**src/rtl/minhash_topk_sorter_pkg.sv**
```systemverilog
// Shared types and defaults for the MinHash top-k sorter.
// The sorter keeps the smallest signatures of a fragment and drains them in ascending order.
package minhash_topk_sorter_pkg;

  localparam int SORTER_DEPTH = 4;
  localparam bit SORTER_DEDUP = 1'b1;
  localparam int SORTER_SIG_W = 32;
  localparam int SORTER_IDX_W = 5;

  typedef enum logic {
    FILL  = 1'b0,
    DRAIN = 1'b1
  } sorter_state_e;

  typedef struct packed {
    logic [SORTER_SIG_W-1:0] sig;
    logic [SORTER_IDX_W-1:0] idx;
  } signature_index_pack;

endpackage

```
**src/rtl/minhash_topk_sorter_cell.sv**
```systemverilog
// One slot of the insertion-sort table: holds a (sig, idx) pair and reports how it
// compares against the signature currently offered on the input.
module minhash_topk_sorter_cell
  import minhash_topk_sorter_pkg::*;
#(
  parameter int SIG_W = SORTER_SIG_W,
  parameter int IDX_W = SORTER_IDX_W
) (
  input  logic             clk,
  input  logic             rst,
  input  logic             i_clear,
  input  logic             i_load_new,
  input  logic             i_shift,
  input  logic [SIG_W-1:0] i_in_sig,
  input  logic [IDX_W-1:0] i_in_idx,
  input  logic             i_up_valid,
  input  logic [SIG_W-1:0] i_up_sig,
  input  logic [IDX_W-1:0] i_up_idx,
  output logic             o_valid,
  output logic [SIG_W-1:0] o_sig,
  output logic [IDX_W-1:0] o_idx,
  output logic             o_gt,
  output logic             o_eq
);

  logic             r_valid;
  logic [SIG_W-1:0] r_sig;
  logic [IDX_W-1:0] r_idx;

  always_ff @(posedge clk) begin
    if (rst || i_clear) begin
      r_valid <= 1'b0;
    end else if (i_load_new) begin
      r_valid <= 1'b1;
    end else if (i_shift) begin
      r_valid <= i_up_valid;
    end
  end

  // Payload is never reset; r_valid alone qualifies it.
  always_ff @(posedge clk) begin
    if (i_load_new) begin
      r_sig <= i_in_sig;
      r_idx <= i_in_idx;
    end else if (i_shift) begin
      r_sig <= i_up_sig;
      r_idx <= i_up_idx;
    end
  end

  assign o_valid = r_valid;
  assign o_sig   = r_sig;
  assign o_idx   = r_idx;
  assign o_gt    = r_valid && (r_sig > i_in_sig);
  assign o_eq    = r_valid && (r_sig == i_in_sig);

endmodule

```
**src/rtl/minhash_topk_sorter.sv**
```systemverilog
// Streaming top-k sorter: inserts one pair per cycle while filling, then drains the
// kept entries in ascending signature order over a ready/valid stream.
module minhash_topk_sorter
  import minhash_topk_sorter_pkg::*;
#(
  parameter int SIG_W = SORTER_SIG_W,
  parameter int IDX_W = SORTER_IDX_W,
  parameter int DEPTH = SORTER_DEPTH,
  parameter bit DEDUP = SORTER_DEDUP,
  parameter int POS_W = (DEPTH > 1) ? $clog2(DEPTH) : 1
) (
  input  logic             clk,
  input  logic             rst,
  input  logic             in_valid,
  output logic             in_ready,
  input  logic [SIG_W-1:0] in_sig,
  input  logic [IDX_W-1:0] in_idx,
  input  logic             in_last,
  output logic             out_valid,
  input  logic             out_ready,
  output logic [SIG_W-1:0] out_sig,
  output logic [IDX_W-1:0] out_idx,
  output logic [POS_W-1:0] out_pos,
  output logic             out_last
);

  localparam int CNT_W = $clog2(DEPTH + 1);

  sorter_state_e    r_state;
  sorter_state_e    w_state_nxt;
  logic [CNT_W-1:0] r_count;
  logic [CNT_W-1:0] r_rd;

  logic [DEPTH-1:0] w_valid;
  logic [DEPTH-1:0] w_gt;
  logic [DEPTH-1:0] w_eq;
  logic [DEPTH-1:0] w_sel;
  logic [DEPTH-1:0] w_thru;
  logic [DEPTH-1:0] w_load;
  logic [DEPTH-1:0] w_shift;
  logic [SIG_W-1:0] w_sig [DEPTH];
  logic [IDX_W-1:0] w_idx [DEPTH];

  logic w_in_acc;
  logic w_out_hs;
  logic w_dup;
  logic w_do_ins;
  logic w_clear;

  // A slot is a candidate when it holds a larger signature or is empty; entries stay
  // packed at the front, so the first candidate is the insert point.
  assign w_sel = w_gt | ~w_valid;

  always_comb begin
    w_thru    = '0;
    w_thru[0] = w_sel[0];
    for (int i = 1; i < DEPTH; i++) begin
      w_thru[i] = w_thru[i-1] | w_sel[i];
    end
  end

  assign w_in_acc = in_valid && in_ready;
  assign w_dup    = DEDUP && (|w_eq);
  assign w_do_ins = w_in_acc && !w_dup && w_thru[DEPTH-1];
  assign w_out_hs = out_valid && out_ready;
  assign w_clear  = w_out_hs && out_last;

  for (genvar g = 0; g < DEPTH; g++) begin : g_cell
    if (g == 0) begin : g_head
      assign w_load[g]  = w_do_ins && w_thru[g];
      assign w_shift[g] = 1'b0;

      minhash_topk_sorter_cell #(.SIG_W(SIG_W), .IDX_W(IDX_W)) u_cell (
        .clk        (clk),
        .rst        (rst),
        .i_clear    (w_clear),
        .i_load_new (w_load[g]),
        .i_shift    (w_shift[g]),
        .i_in_sig   (in_sig),
        .i_in_idx   (in_idx),
        .i_up_valid (1'b0),
        .i_up_sig   ('0),
        .i_up_idx   ('0),
        .o_valid    (w_valid[g]),
        .o_sig      (w_sig[g]),
        .o_idx      (w_idx[g]),
        .o_gt       (w_gt[g]),
        .o_eq       (w_eq[g])
      );
    end else begin : g_body
      assign w_load[g]  = w_do_ins && w_thru[g] && !w_thru[g-1];
      assign w_shift[g] = w_do_ins && w_thru[g-1];

      minhash_topk_sorter_cell #(.SIG_W(SIG_W), .IDX_W(IDX_W)) u_cell (
        .clk        (clk),
        .rst        (rst),
        .i_clear    (w_clear),
        .i_load_new (w_load[g]),
        .i_shift    (w_shift[g]),
        .i_in_sig   (in_sig),
        .i_in_idx   (in_idx),
        .i_up_valid (w_valid[g-1]),
        .i_up_sig   (w_sig[g-1]),
        .i_up_idx   (w_idx[g-1]),
        .o_valid    (w_valid[g]),
        .o_sig      (w_sig[g]),
        .o_idx      (w_idx[g]),
        .o_gt       (w_gt[g]),
        .o_eq       (w_eq[g])
      );
    end
  end

  always_comb begin
    w_state_nxt = r_state;
    in_ready    = 1'b0;
    out_valid   = 1'b0;
    out_sig     = '0;
    out_idx     = '0;
    out_pos     = '0;
    out_last    = 1'b0;
    case (r_state)
      FILL: begin
        in_ready = 1'b1;
        if (in_valid && in_last) w_state_nxt = DRAIN;
      end
      DRAIN: begin
        out_valid = 1'b1;
        out_pos   = r_rd[POS_W-1:0];
        out_last  = (r_rd == (r_count - CNT_W'(1)));
        for (int i = 0; i < DEPTH; i++) begin
          if (r_rd == CNT_W'(i)) begin
            out_sig = w_sig[i];
            out_idx = w_idx[i];
          end
        end
        if (out_ready && out_last) w_state_nxt = FILL;
      end
    endcase
  end

  always_ff @(posedge clk) begin
    if (rst) begin
      r_state <= FILL;
      r_count <= '0;
      r_rd    <= '0;
    end else begin
      r_state <= w_state_nxt;
      if (w_clear) begin
        r_count <= '0;
        r_rd    <= '0;
      end else begin
        if (w_do_ins && (r_count != CNT_W'(DEPTH))) r_count <= r_count + CNT_W'(1);
        if (w_out_hs) r_rd <= r_rd + CNT_W'(1);
      end
    end
  end

endmodule
```
**config.mk**
```make
export PLATFORM = sky130hd
export DESIGN_NAME = minhash_topk_sorter
export DESIGN_NICKNAME = d
export VERILOG_FILES = /design/src/rtl/minhash_topk_sorter_pkg.sv /design/src/rtl/minhash_topk_sorter_cell.sv /design/src/rtl/minhash_topk_sorter.sv
export SDC_FILE = /design/constraint.sdc
export NUM_CORES = 1
export LEC_CHECK = 0
export ABC_AREA = 1
export BUFFER_PORTS_ARGS = -buffer_cell sky130_fd_sc_hd__buf_4
export CAP_MARGIN = 0
export CORE_MARGIN = 4
export CORE_UTILIZATION = 56
export DETAILED_ROUTE_END_ITERATION = 7
export PLACE_DENSITY = 0.78
export SLEW_MARGIN = 20
export SYNTH_ARGS = -nofsm -noshare
export SYNTH_HDL_FRONTEND = slang
export SYNTH_HIERARCHICAL = 1
export SYNTH_SLANG_ARGS = --single-unit
```
**constraint.sdc**
```tcl
create_clock -name clk -period 2.9 [get_ports clk]
set_input_delay 0.145 -clock clk [delete_from_list [all_inputs] [get_ports clk]]
set_output_delay 0.145 -clock clk [all_outputs]
set_load 0.01 [all_outputs]
```
After elaboration in Yosys (flattened, before gate mapping)
Index checks and enable logic that the tools add are counted.
{"block": "op_classes", "addsub": 3, "n_mul": 0, "div_mod_pow": 0, "order_cmp": 4, "n_eq_ne": 9, "shift": 0, "n_mux": 35, "bitwise_logic": 6, "reduce_logical": 34}
{"operator": "$mux 32", "count": 11}
{"operator": "$eq 32x32->1", "count": 4}
{"operator": "$gt 32x32->1", "count": 4}
{"operator": "$mux 5", "count": 11}
{"operator": "$logic_and 1x1->1", "count": 23}
{"operator": "$mux 1", "count": 11}
{"operator": "$add 3x1->3 const B", "count": 2}
{"operator": "$eq 3x2->1 const B", "count": 2}
{"operator": "$reduce_bool 2->1", "count": 3}
{"operator": "$logic_not 1->1", "count": 4}
{"operator": "$not 4->4", "count": 1}
{"operator": "$or 4x4->4", "count": 1}
{"operator": "$reduce_or 4->1", "count": 1}
{"operator": "$eq 3x1->1 const B", "count": 1}
{"operator": "$eq 3x3->1", "count": 1}
{"operator": "$logic_not 3->1", "count": 1}
{"operator": "$ne 3x3->1 const B", "count": 1}
{"operator": "$or 1x1->1", "count": 3}
{"operator": "$sub 3x1->3 const B", "count": 1}
{"operator": "$mux 2", "count": 1}
{"operator": "$pmux 1 s2", "count": 1}
{"operator": "$reduce_or 2->1", "count": 1}
{"operator": "$logic_or 1x1->1", "count": 1}
{"operator": "$not 1->1", "count": 1}
{"block": "totals", "reg_bits": 159, "latch_bits": 0, "mem_bits_rw": 0, "mem_bits_ro": 0, "in_bits": 42, "wordCells": 106, "mem_count": 0}

Depth between registers and ports, before layout
{"block": "depth", "ltp_word": 10, "ltp_mapped": 23, "mapped_depth_nobuf": 22}

Cells and area by module
The synthesis kept the hierarchy.
{"mod": "minhash_topk_sorter_cell", "instances": 4, "cells_per_inst": 263, "area_per_inst_um2": 2417.3}
{"mod": "minhash_topk_sorter", "instances": 1, "cells_per_inst": 397, "area_per_inst_um2": 2108.3}

Worst setup path before layout
No wires, ideal clock.
{"block": "synth_timing", "path_type": "register -> register", "start": "reg g_cell[0].g_head.u_cell.r_sig[31]", "end": "reg g_cell[0].g_head.u_cell.r_valid", "t_arrival_ns": 2.691, "required_ns": 2.827, "slack_ns": 0.137, "stages_incl_launch_ff": 19, "n_path_buf": 1, "synth_period_minus_slack_ns": 2.763, "cell_sequence": "edfxtp_1 -> ha_1 -> nand2_1 -> nor2_1 -> nand2_1 -> nor2_1 -> nand2_1 -> nand2_1 -> a21oi_1 -> inv_1 -> nand2_1 -> nor2_2 -> nand3_1 -> nand2_1 -> a21oi_1 -> buf_6 -> or2_4 -> o21ai_1 -> nor3b_2"}
{"block": "synth_via", "elab_chain_len": 8}
{"element": "start, declared", "line": "minhash_topk_sorter_cell.sv:27", "source": "logic [SIG_W-1:0] r_sig;"}
{"element": "start signal, assigned", "line": "minhash_topk_sorter_cell.sv:43", "source": "r_sig <= i_in_sig;"}
{"element": "start signal, assigned", "line": "minhash_topk_sorter_cell.sv:46", "source": "r_sig <= i_up_sig;"}
{"element": "$gt 32x32->1 (*)", "line": "minhash_topk_sorter_cell.sv:54", "source": "assign o_gt = r_valid && (r_sig > i_in_sig);"}
{"element": "$logic_and 1x1->1 (*)", "line": "minhash_topk_sorter_cell.sv:54"}
{"element": "via w_gt[0]", "line": "minhash_topk_sorter.sv:35", "source": "logic [DEPTH-1:0] w_gt;"}
{"element": "$or 4x4->4 (*)", "line": "minhash_topk_sorter.sv:52", "source": "assign w_sel = w_gt | ~w_valid;"}
{"element": "$or 1x1->1 (3 in series)", "line": "minhash_topk_sorter.sv:58", "source": "w_thru[i] = w_thru[i-1] | w_sel[i];"}
{"element": "$logic_and 1x1->1", "line": "minhash_topk_sorter.sv:64", "source": "assign w_do_ins = w_in_acc && !w_dup && w_thru[DEPTH-1];"}
{"element": "$logic_and 1x1->1 (*)", "line": "minhash_topk_sorter.sv:70", "source": "assign w_load[g] = w_do_ins && w_thru[g];"}
{"element": "via w_load[0]", "line": "minhash_topk_sorter.sv:39", "source": "logic [DEPTH-1:0] w_load;"}
{"element": "end signal, assigned", "line": "minhash_topk_sorter_cell.sv:36", "source": "r_valid <= i_up_valid;"}
{"element": "end, declared", "line": "minhash_topk_sorter_cell.sv:26", "source": "logic r_valid;"}
The timed path passes the listed nets; every way through them passes the cells marked *.
A chain may end at the register's enable or synchronous reset.

Final worst setup path
{"block": "layout_timing", "start": "reg g_cell[0].g_head.u_cell.r_sig[31]", "end": "reg g_cell[3].g_body.u_cell.r_idx[2], data pin"}
{"block": "layout_via", "elab_chain_len": 10}
{"element": "$gt 32x32->1 (*)", "line": "minhash_topk_sorter_cell.sv:54"}
{"element": "$logic_and 1x1->1 (*)", "line": "minhash_topk_sorter_cell.sv:54"}
{"element": "via w_gt[0]", "line": "minhash_topk_sorter.sv:35"}
{"element": "$or 4x4->4 (*)", "line": "minhash_topk_sorter.sv:52"}
{"element": "$or 1x1->1 (*) (2 in series)", "line": "minhash_topk_sorter.sv:58"}
{"element": "$or 1x1->1", "line": "minhash_topk_sorter.sv:58"}
{"element": "$logic_and 1x1->1", "line": "minhash_topk_sorter.sv:64"}
{"element": "$logic_and 1x1->1", "line": "minhash_topk_sorter.sv:91", "source": "assign w_load[g] = w_do_ins && w_thru[g] && !w_thru[g-1];"}
{"element": "$logic_and 1x1->1 (*)", "line": "minhash_topk_sorter.sv:91"}
{"element": "via w_load[3]", "line": "minhash_topk_sorter.sv:39"}
{"element": "$mux 5 (*)", "line": "minhash_topk_sorter_cell.sv:42", "source": "if (i_load_new) begin"}
{"element": "end signal, assigned", "line": "minhash_topk_sorter_cell.sv:44", "source": "r_idx <= i_in_idx;"}
{"element": "end signal, assigned", "line": "minhash_topk_sorter_cell.sv:47", "source": "r_idx <= i_up_idx;"}
{"element": "end, declared", "line": "minhash_topk_sorter_cell.sv:28", "source": "logic [IDX_W-1:0] r_idx;"}
Marked as above.

==> results by group <==
Setup path
  • CP top delay family: simple AND/OR/NAND/NOR gates
  • Required time worst endpoint: 3080 ps
  • Worst setup path class: reg2reg
  • Worst setup SP type: flip-flop
  • Worst setup EP type: flip-flop
  • Slowest CP cell: edfxtp_1
  • Critical path buffer and inverter count: 3
  • Most used cell, CP: nor2_4
  • Crit-path cells: ha_1 -> nand2_1 -> nor2_2 -> nand2_2 -> nor2_4 -> nand2_2 -> nand2_1 -> a21oi_2 -> inv_2 -> nand2_4 -> nor2_4 -> buf_6 -> nand2_4 -> nor2_4 -> clkbuf_16 -> mux2_4
  • CP arrival: 3170 ps
  • Crit-path max FO: 5
  • Peak per-stage delay on the critical path: around 420 ps

Timing
  • Final min period: 2990 ps
  • Maximum clock rate: 334 MHz
  • Final Slew Violations: 0
  • Tcrit/Tclk final: 1.03
  • TNS Setup: -5960 ps
  • Worst-margin pin slew: 512 ps
  • Final Hold Vio Count: 0
  • PnR worst setup slack: -94.1 ps
  • Setup Skew: 12.9 ps
  • WHS: approximately 8.4 ps
  • RSZ-0062 raised after global routing: true
  • Endpoints failing setup: 160
  • Relative slew slack: 0.657

Detailed routing
  • Detailed Route Iter0 Violations: 1,301
  • Remaining antenna violation count: 0
  • Drt pass-1 iters: 6
  • Vias post-DR: between 10,000 and 15,000
  • DRC Markers: 0
  • WL final: between 30,000 and 40,000 um
  • WL/cell: 18.2 um
  • Vias/cell: 5.75

Pwr
  • Final Power: roughly 7.3 mW
  • Max VDD drop: 0.430 mV
  • Pwr/cell area: 497 nW/um2
  • Static Leakage: 6.94 nW

Floorplan
  • Core area: 20,400 um2
  • Initial core utilization: 0.576
  • Chip width: around 150 um
  • Std cell rows: 52
  • Die Ht: 153 um
  • Die area: 23,400 um2
  • Boundary Pins: 84

Clock network
  • H-tree Lvls: 4
  • CTS root buf: clkbuf_16
  • CTS tree: yes
  • Clock transition at the registers of the reported paths: 60 ps
  • Total CTS buffers: 17
  • Clock Latency Late Sink: approximately 430 ps
  • CTS sink cnt: 159
  • Buffer levels on the longest clock path: 2

Synth
  • Synthesized area: around 12,000 um2
  • Post-Syn Instances: roughly 1,400
  • Post-synthesis sequential area ratio: 0.396
  • Mean Syn Cell Area: 8.13 um2
  • Synth Warn #: 6
  • Post-synthesis register bit count: about 160
  • Post-synth ARST share: 0
  • Synth cell types: 33
  • Ys flop type: edfxtp_1
  • EDFF count, synth: 148

Global route
  • Vias in the first global route: between 10,000 and 15,000
  • Pin count of the biggest net entering global routing: 41
  • Global Route Usage Sum: 0.276
  • GRT Residual Overflow: 0
  • Global-route wire length before repair: between 50,000 and 60,000 um
  • Initial antenna violation count: 0

Outcome
  • Status: finished, violations left
  • Failing checks: setup timing

Min path
  • Hold Crit Class: in2reg

Final layout
  • Reg area: 4660 um2
  • Most common cell after layout, fill and taps aside: a21oi_1
  • Fin nets: between 1,500 and 2,000
  • Area grow syn2layout: 25.3%
  • Area of the multi-input gates: 6550 um2
  • Share of layout cells above drive strength 1: 0.212
  • Fin area: 14,800 um2
  • ANT cells: 0
  • Fill count: 1,415
  • Most frequent cells in the layout: 223 x a21oi_1, 206 x nand2_1, 182 x buf_4

Placed design
  • Port Buffers: 83
  • Worst Setup Slack post-DPL: -58.6 ps
  • Post-DP HPWL: 24,900 um
  • Placed cell area: about 13,000 um2
  • Gpl congestion: 0.929

Run
  • Max Cap Viol: 0
## what timing repair did
action	4_1_cts	5_1_grt
hold buffers	2	0
setup endpoints to repair	256	298
buffers inserted	19	33
hold endpoints to repair	5	0
cloned	2	5
pin swaps	12	34
resized for setup	27	68
## flip-flops by register name, indices dropped and copies added (netlist names)
| name | cells |
|---|---|
| g_cell.g_body.u_cell/o_idx | 15 |
| g_cell.g_body.u_cell/o_sig | 96 |
| g_cell.g_body.u_cell/o_valid | 3 |
| g_cell.g_head.u_cell/o_idx | 5 |
| g_cell.g_head.u_cell/o_sig | 32 |
| g_cell.g_head.u_cell/o_valid | 1 |
| r_count | 3 |
| r_rd | 3 |
| r_state | 1 |
## path summary, 6_finish.rpt
path,start,to,slack [ps],depth (start not counted)
max,g_cell[0].g_head.u_cell/o_sig[31],g_cell[3].g_body.u_cell/o_idx[2],-90,16
min,in_valid,r_state,8,3
max reg2reg,g_cell[0].g_head.u_cell/o_sig[31],g_cell[3].g_body.u_cell/o_idx[2],-90,16
min reg2reg,r_state,r_state,540,2
## synthesized netlist by cell type (all sizes together), types with 8 or more instances
master / n / share of area
a21oi: 231 / 0.098
buf: 51 / 0.029
clkbuf: 14 / 0.0046
dfxtp: 11 / 0.019
edfxtp: 148 / 0.38
ha: 136 / 0.14
inv: 188 / 0.060
mux2: 24 / 0.023
nand2: 218 / 0.070
nand3: 157 / 0.067
nand4: 13 / 0.0069
nor2: 182 / 0.059
o21a: 8 / 0.0051
o21ai: 12 / 0.0051
or2: 42 / 0.023
## metrics by stage
step,util,cells
2_1_floorplan,-,1488
3_3_place_gp,0.646,1845
5_1_grt,0.722,1937
3_5_place_dp,0.646,1845
6_report,0.722,1937
4_1_cts,0.690,1900
## kinds of logic (layout without fill, tap and decap cells)
family / count (synthesis) / in the layout / synth area share
DFF: 159 / 159 / 0.396
other: 1 / 40 / 0.000318
AOI/OAI and AO/OA: 255 / 255 / 0.111
and+or+nand+nor: 618 / 619 / 0.231
muxes: 24 / 24 / 0.0229
buffers and inverters: 255 / 433 / 0.0938
xor gates and xnor gates: 1 / 1 / 0.000744
adders and majority gates: 136 / 136 / 0.144
## routing by layer
layer | vias up | GRT usage | share of wire
li1 | 5257 | - | -
met1 | 5159 | 0.411 | 0.43
met5 | - | 0 | 0
met4 | 0 | 0.0772 | 0.027
met3 | 88 | 0.0571 | 0.11
met2 | 626 | 0.408 | 0.43
## power by group
part | internal, mW | switching (mW)
registers | 2.86 | 0.191
clock network | 1.34 | 0.881
logic | 0.888 | 1.18
total | 5.09 | 2.25
## cell type report
class | count | share of cell area
Tap cell | 270 | 0.0229
Sequential cell | 159 | 0.316
Inverter | 190 | 0.0483
Multi-Input combinational cell | 1075 | 0.444
Clock buffer | 29 | 0.0390
Timing Repair Buffer | 211 | 0.129
Clock inverter | 3 | 0.00102
## worst register-to-register path, stage by stage (launching register included)
cell and delay, ps:
edfxtp_1 420, ha_1 330, nand2_1 130, nor2_2 170, nand2_2 110, nor2_4 160
nand2_2 70, nand2_1 70, a21oi_2 40, inv_2 70, nand2_4 60, nor2_4 160
buf_6 140, nand2_4 50, nor2_4 230, clkbuf_16 220, mux2_4 300
(Power assumes the default switching activity.)
